`config.mk`:
```
export PLATFORM = sky130hd
export DESIGN_NAME = i2c_cmd_arbiter
export DESIGN_NICKNAME = d
export VERILOG_FILES = /design/src/rtl/i2c_cmd_arbiter.sv
export SDC_FILE = /design/constraint.sdc
export NUM_CORES = 1
export LEC_CHECK = 0
export CAP_MARGIN = 5
export CORE_MARGIN = 2
export CORE_UTILIZATION = 40
export CTS_CLUSTER_SIZE = 8
export DETAILED_ROUTE_END_ITERATION = 12
export PLACE_DENSITY_LB_ADDON = 0.08
export SKIP_CTS_REPAIR_TIMING = 1
export SLEW_MARGIN = 40
export SYNTH_ARGS = -nofsm -noshare
export SYNTH_HDL_FRONTEND = slang
export SYNTH_SLANG_ARGS = --single-unit
```
`constraint.sdc`:
```
create_clock -name clk_i2c -period 4.9 [get_ports clk_i2c]
set_input_delay 1.225 -clock clk_i2c [delete_from_list [all_inputs] [get_ports clk_i2c]]
set_output_delay 1.225 -clock clk_i2c [all_outputs]
set_load 0.02 [all_outputs]
```
`src/rtl/i2c_cmd_arbiter.sv`:
```
// Two-port round-robin command arbiter in front of the shared I2C write controller.
// Handles NACK retry, stalled-transfer timeout and per-port done/err pulses.
module i2c_cmd_arbiter #(
  parameter logic [6:0] SLAVE_ADDR = 7'h1A,
  parameter int         MAX_RETRY  = 2,
  parameter int         TIMEOUT    = 64
) (
  input  logic        clk_i2c,
  input  logic        reset_n,
  input  logic        req0,
  input  logic        req1,
  input  logic [15:0] cmd0,
  input  logic [15:0] cmd1,
  output logic        done0,
  output logic        done1,
  output logic        err0,
  output logic        err1,
  output logic [23:0] i2c_data,
  output logic        i2c_go,
  input  logic        i2c_end,
  input  logic [2:0]  i2c_ack,
  output logic        busy,
  output logic [1:0]  gnt
);

  // state    | meaning
  // IDLE     | no owner; arbitrate eligible requests
  // WAIT_END | GO high, waiting for END or timeout
  // RELEASE  | GO low, waiting for END to fall
  // CHECK    | decide done / retry / err
  typedef enum logic [1:0] {IDLE, WAIT_END, RELEASE, CHECK} state_t;

  localparam logic [7:0] TMO_LAST  = 8'(TIMEOUT - 1);
  localparam logic [1:0] RETRY_MAX = 2'(MAX_RETRY);

  state_t      r_state;
  logic        r_ptr;
  logic [1:0]  r_retry;
  logic [7:0]  r_timer;
  logic [2:0]  r_ack;
  logic        r_tmo;

  logic        w_elig0;
  logic        w_elig1;
  logic        w_pick1;
  logic        w_tmo_hit;
  logic        w_retry_ok;
  logic [7:0]  w_timer_inc;

  // A port whose pulse is high is masked so it may drop req on that edge.
  assign w_elig0     = req0 & ~done0 & ~err0;
  assign w_elig1     = req1 & ~done1 & ~err1;
  assign w_pick1     = w_elig1 & (~w_elig0 | ~r_ptr);
  assign w_tmo_hit   = (r_timer == TMO_LAST);
  assign w_retry_ok  = (r_retry < RETRY_MAX);
  assign w_timer_inc = (r_timer == 8'hFF) ? r_timer : r_timer + 8'd1;
  assign busy        = (r_state != IDLE);

  always_ff @(posedge clk_i2c or negedge reset_n) begin
    if (!reset_n) begin
      r_state  <= IDLE;
      r_ptr    <= 1'b1;
      r_retry  <= 2'd0;
      r_timer  <= 8'd0;
      r_ack    <= 3'd0;
      r_tmo    <= 1'b0;
      i2c_data <= 24'd0;
      i2c_go   <= 1'b0;
      gnt      <= 2'b00;
      done0    <= 1'b0;
      done1    <= 1'b0;
      err0     <= 1'b0;
      err1     <= 1'b0;
    end else begin
      done0 <= 1'b0;
      done1 <= 1'b0;
      err0  <= 1'b0;
      err1  <= 1'b0;
      case (r_state)
        IDLE: begin
          if ((w_elig0 | w_elig1) && !i2c_end) begin
            i2c_data <= {SLAVE_ADDR, 1'b0, (w_pick1 ? cmd1 : cmd0)};
            i2c_go   <= 1'b1;
            r_retry  <= 2'd0;
            r_timer  <= 8'd0;
            r_tmo    <= 1'b0;
            gnt      <= w_pick1 ? 2'b10 : 2'b01;
            r_ptr    <= w_pick1;
            r_state  <= WAIT_END;
          end
        end
        WAIT_END: begin
          if (i2c_end) begin
            r_ack   <= i2c_ack;
            i2c_go  <= 1'b0;
            r_timer <= 8'd0;
            r_state <= RELEASE;
          end else if (w_tmo_hit) begin
            i2c_go  <= 1'b0;
            r_tmo   <= 1'b1;
            r_timer <= 8'd0;
            r_state <= RELEASE;
          end else begin
            r_timer <= w_timer_inc;
          end
        end
        RELEASE: begin
          // END stuck high after GO drops is treated as a stalled transfer too.
          if (!i2c_end) begin
            r_state <= CHECK;
          end else if (w_tmo_hit) begin
            r_tmo   <= 1'b1;
            r_state <= CHECK;
          end else begin
            r_timer <= w_timer_inc;
          end
        end
        CHECK: begin
          if (!r_tmo && (r_ack == 3'd0)) begin
            done0   <= gnt[0];
            done1   <= gnt[1];
            gnt     <= 2'b00;
            r_state <= IDLE;
          end else if (!r_tmo && w_retry_ok) begin
            r_retry <= r_retry + 2'd1;
            i2c_go  <= 1'b1;
            r_timer <= 8'd0;
            r_state <= WAIT_END;
          end else begin
            err0    <= gnt[0];
            err1    <= gnt[1];
            gnt     <= 2'b00;
            r_state <= IDLE;
          end
        end
        default: r_state <= IDLE;
      endcase
    end
  end

endmodule

```
== Yosys cells after proc, flatten, opt, wreduce, memory -nomap -nowiden ==
Index checks and enable logic that the tools add are counted.
Cells by class
  $add $sub $neg: 2
  $lt $le $gt $ge: 1
  eq/ne operators: 14
  multiplexer cells: 48
  bitwise logic cells: 13
  reductions and logical operators: 19
Operator list (number)
  $mux W8: 8
  $pmux W8 S4: 1
  $mux W2: 12
  $mux W1: 21
  $mux W16: 1
  $ne A2 B2 Y1 const B: 6
  $reduce_and A5 Y1: 2
  $ne A3 B3 Y1 const B: 3
  $add A8 B1 Y8 const B: 1
  $eq A8 B6 Y1 const B: 1
  $eq A8 B8 Y1 const B: 1
  $pmux W2 S2: 2
  $pmux W2 S4: 1
  $reduce_and A4 Y1: 2
  $not A1 Y1: 6
  $pmux W1 S3: 2
  $reduce_and A3 Y1: 2
  $reduce_bool A3 Y1: 2
  $and A1 B1 Y1: 5
  $eq A2 B2 Y1 const B: 2
  $reduce_and A2 Y1: 2
  $reduce_bool A2 Y1: 2
  $logic_and A1 B1 Y1: 3
  $logic_not A3 Y1: 1
  6 further kinds: 8
Storage, ports and cells
  register bits after elaboration: 41
  output and inout port bits: 32

== Longest topological paths before layout ==
  depth in word-level cells: 9
  depth in mapped cells: 8
  depth with buffers taken out: 7

== Worst setup path before layout ==
No wires, ideal clock.
  path type: input to register
  from: in i2c_end
  to: reg r_timer[3]
  library setup time: 0.073 ns
  arrival time: 2.572 ns
  setup slack: 2.254 ns
  cell stages on the path: 5
  buffers on the path: 0
  cells stage by stage: or4b_4 > nand3_2 > nand2_2 > or4_4 > a21oi_2
On the way
  word-level cells in the longest chain between the ends: 4
  elaborated cells on any way between the ends: 7
RTL lines
  from (decl): line 20  | input logic i2c_end,
  $logic_not A1 Y1
  $logic_and A1 B1 Y1: line 81  | if ((w_elig0 | w_elig1) && !i2c_end) begin
  $ne A2 B2 Y1 (no source line)
  $reduce_and A5 Y1 (no source line)
  to (signal assigned): line 104  | r_timer <= w_timer_inc;
  to (signal assigned): line 115  | r_timer <= w_timer_inc;
  to (decl): line 39  | logic [7:0] r_timer;
Several ways; a longest one is shown, not always the timed one.
A chain may end at the register's enable or synchronous reset.

== Worst setup path after layout ==
  from: reg r_state[0]
  to: out busy
On the way
  word-level cells in the longest chain between the ends: 1
RTL lines
  from (decl): line 36  | state_t r_state;
  from (signal assigned): line 61  | r_state <= IDLE;
  from (signal assigned): line 89  | r_state <= WAIT_END;
  from (signal assigned): line 97  | r_state <= RELEASE;
  $reduce_bool A2 Y1: line 57  | assign busy = (r_state != IDLE);
  to (decl): line 22  | output logic busy,
Every way passes these cells.

==> flow_summary_export.csv <==
group,metric,value,unit
route,ant_nets,0,
route,num_vias,1847,
sta,max_freq,316.3,MHz
route,drt_iter0_drc,100,
sta,max-slew-margin-rel,64.97,%
logic_synthesis,synth_cell_types,43,
logic_synthesis,synthesis.area,2207,µm²
placed_design,place_area,2887,µm²
sta,setup_viol,0,
global_route,grt_max_degree,42,
clocking,insertion_delay,300,ps
finish,num-nets-final,336,
floorplan,ios,72,
critical_path,worstPathRequired,3670,ps
placed_design,dp_hpwl,3.630,mm
hold_path,hold_class,"flip-flop to flip-flop",
finish,ff_latch_area,1027,µm²
finish,area_growth,35.15,%
clocking,cts.sinks,41,
logic_synthesis,synth_enable_flop_cells,0,
logic_synthesis,synth_top_area_cell,"dfrtp_1",
sta,finalHoldViolations,0,
critical_path,worst-setup-path-type,"flip-flop to output pin",
floorplan,rows,27,
sta,drv_slew,0,
pwr,ir_worst_vdd,0.1923,mV
global_route,gr-usage-met1,21.52,%
route,viasPerCell,5.102,
clocking,cts_max_level,2,
clocking,cts_tree,"built",
route,drc,0,
global_route,grt_pass1_wl,8.362,mm
route,wirelength,4.904,mm
floorplan,die_h,78.28,µm
logic_synthesis,synth_top_cell_area_share,45.35,%
logic_synthesis,synthFlopType,"dfrtp_1",
sta,worst_pin_slew,525.4,ps
logic_synthesis,synth_warnings,0,
critical_path,cp-end-kind,"output pin",
clocking,clockBufferDepth,2,
floorplan,die_area,6128,µm²
finish,fill_cells,523,
clocking,clkTransAtPathRegs,80,ps
logic_synthesis,ys_seq_elements,41,
critical_path,critPathMaxFanout,6,
sta,min_period,3162,ps
global_route,busiest_layer,"met2",
sta,fin_setup_tns,0,ps
clocking,cts-buffers-inserted,5,
sta,final.period_utilization,64.53,%
sta,finClkSkew,6.018,ps
job,drv_cap,0,
global_route,grt_usage,17.24,%
logic_synthesis,yosysMostFrequentCell,"dfrtp_1",
logic_synthesis,synth_area_leaders,"dfrtp_1, mux2i_1, o21ai_0, nand2_1, ha_1",
route,drtPass1Iterations,4,
global_route,first_global_vias,1789,
finish,insertedDiodeCount,0,
global_route,grt_overflow,0,
route,post_drt_wl_per_cell,13.55,µm
global_route,grt_use_met3,2.874,%
pwr,p_per_area,511.3,nW/µm²
global_route,grt_antenna_before_repair,0,
outcome,status,"complete, no violations",
floorplan,coreArea,5405,µm²
finish,stdcell_area,2983,µm²
finish,multi_input_area,1077,µm²
critical_path,r2r_setup_slack,2890,ps
logic_synthesis,synth_common_cells,"dfrtp_1, nand2_1, o21ai_0",
placed_design,io_buffers,66,
floorplan,start_util,40.83,%
global_route,use_met2,29.48,%
pwr,power_leakage,1.270,nW
critical_path,cp-start-kind,"flip-flop",
clocking,cts_root_buffer,"clkbuf_8",
logic_synthesis,syn_avg_cell_area,9.723,µm²
placed_design,place.gp.congestion,0.7955,
sta,rsz0062_at_grt,"no",
logic_synthesis,syn_inst,227,
finish,drive_gt1_share,8.276,%
logic_synthesis,ys_seq_area_share,46.54,%
logic_synthesis,synthArstFlopShare,100.0,%
floorplan,die_x,78.28,µm
critical_path,critPathArrivalTime,1940,ps
[path summary, 6_finish.rpt]
check | start | end | cells past startpoint
setup / recovery | r_state[0] | busy | 4
hold / removal | i2c_data[3] | i2c_data[3] | 2
setup reg to reg | done0 | r_timer[5] | 5
hold reg to reg | i2c_data[3] | i2c_data[3] | 2
max in group asynchronous | reset_n | r_ptr | 1
min in group asynchronous | reset_n | r_ack[1] | 1
[state kept, by name, summed over array words and instances, names as in the netlist]
register	count
done0	1
done1	1
err0	1
err1	1
gnt	2
i2c_data	17
i2c_go	1
r_ack	3
r_ptr	1
r_retry	2
r_state	2
r_timer	8
r_tmo	1
[per-stage QoR]
step	util (%)	worst slack, ps	hold slack (ps)	cells	power [mW]
finish	55.19	1738	485.0	362	1.525
global route	55.19	1535	514.5	362	1.653
CTS	55.19	1717	490.8	362	1.549
detailed placement	53.40	1403	472.3	354	1.307
global placement	53.33	1453	461.4	354	1.292
floorplan	-	2254	450.8	231	1.016
[cells by family after synthesis]
logic type | synth area share, %
flops | 46.54
other cells | 0.1699
buf+inv | 5.669
mux | 9.297
compound gates | 15.59
fa+ha+maj | 3.968
simple gates | 18.76
[metal layers]
metal  vias up  routed length (µm)
li1        922                   -
met1       885                2180
met2        34                2511
met3         6                 148
met4         0                  63
met5         -                   0
[cells in the final DEF (no fill, tap or decap), types with 4 or more instances in the layout]
cell type        Yosys  routed
clkbuf_8             0       6
nand2_1             31      31
inv_1                7       7
a31oi_1              4       4
clkdlybuf4s50_1      0      65
conb_1               1       5
nand3_1              4       4
mux2_2               4       4
nor2_1              10      10
nand2b_1             4       4
mux2i_1             16      16
nor4_1               4       4
nor3_1               4       4
a21oi_1              9       9
dfrtp_1             40      40
ha_1                 7       7
o31ai_1              7       7
and2_1               4       4
o21ai_0             30      30
[cell type report]
cell class | instances | share of cell area, %
clock inverters | 2 | 0.4614
flip-flops and latches | 41 | 34.44
repair buffers | 67 | 22.32
clock buffers | 6 | 2.768
well taps | 72 | 3.020
multi-input cells | 167 | 36.12
inverters | 7 | 0.8809
[where the power goes]
part / leakage (nW) / total [mW] / internal (mW) / switching, mW
Clock: 0.0512 / 0.237 / 0.114 / 0.122
Combinational: 0.699 / 0.754 / 0.337 / 0.417
Sequential: 0.520 / 0.535 / 0.455 / 0.0802
[critical path: stages (launching register included)]
cell,delay [ps]
dfrtp_1,450
inv_1,120
ha_1,300
inv_1,160
clkdlybuf4s50_1,620
Power figures use the tool's default switching activity.
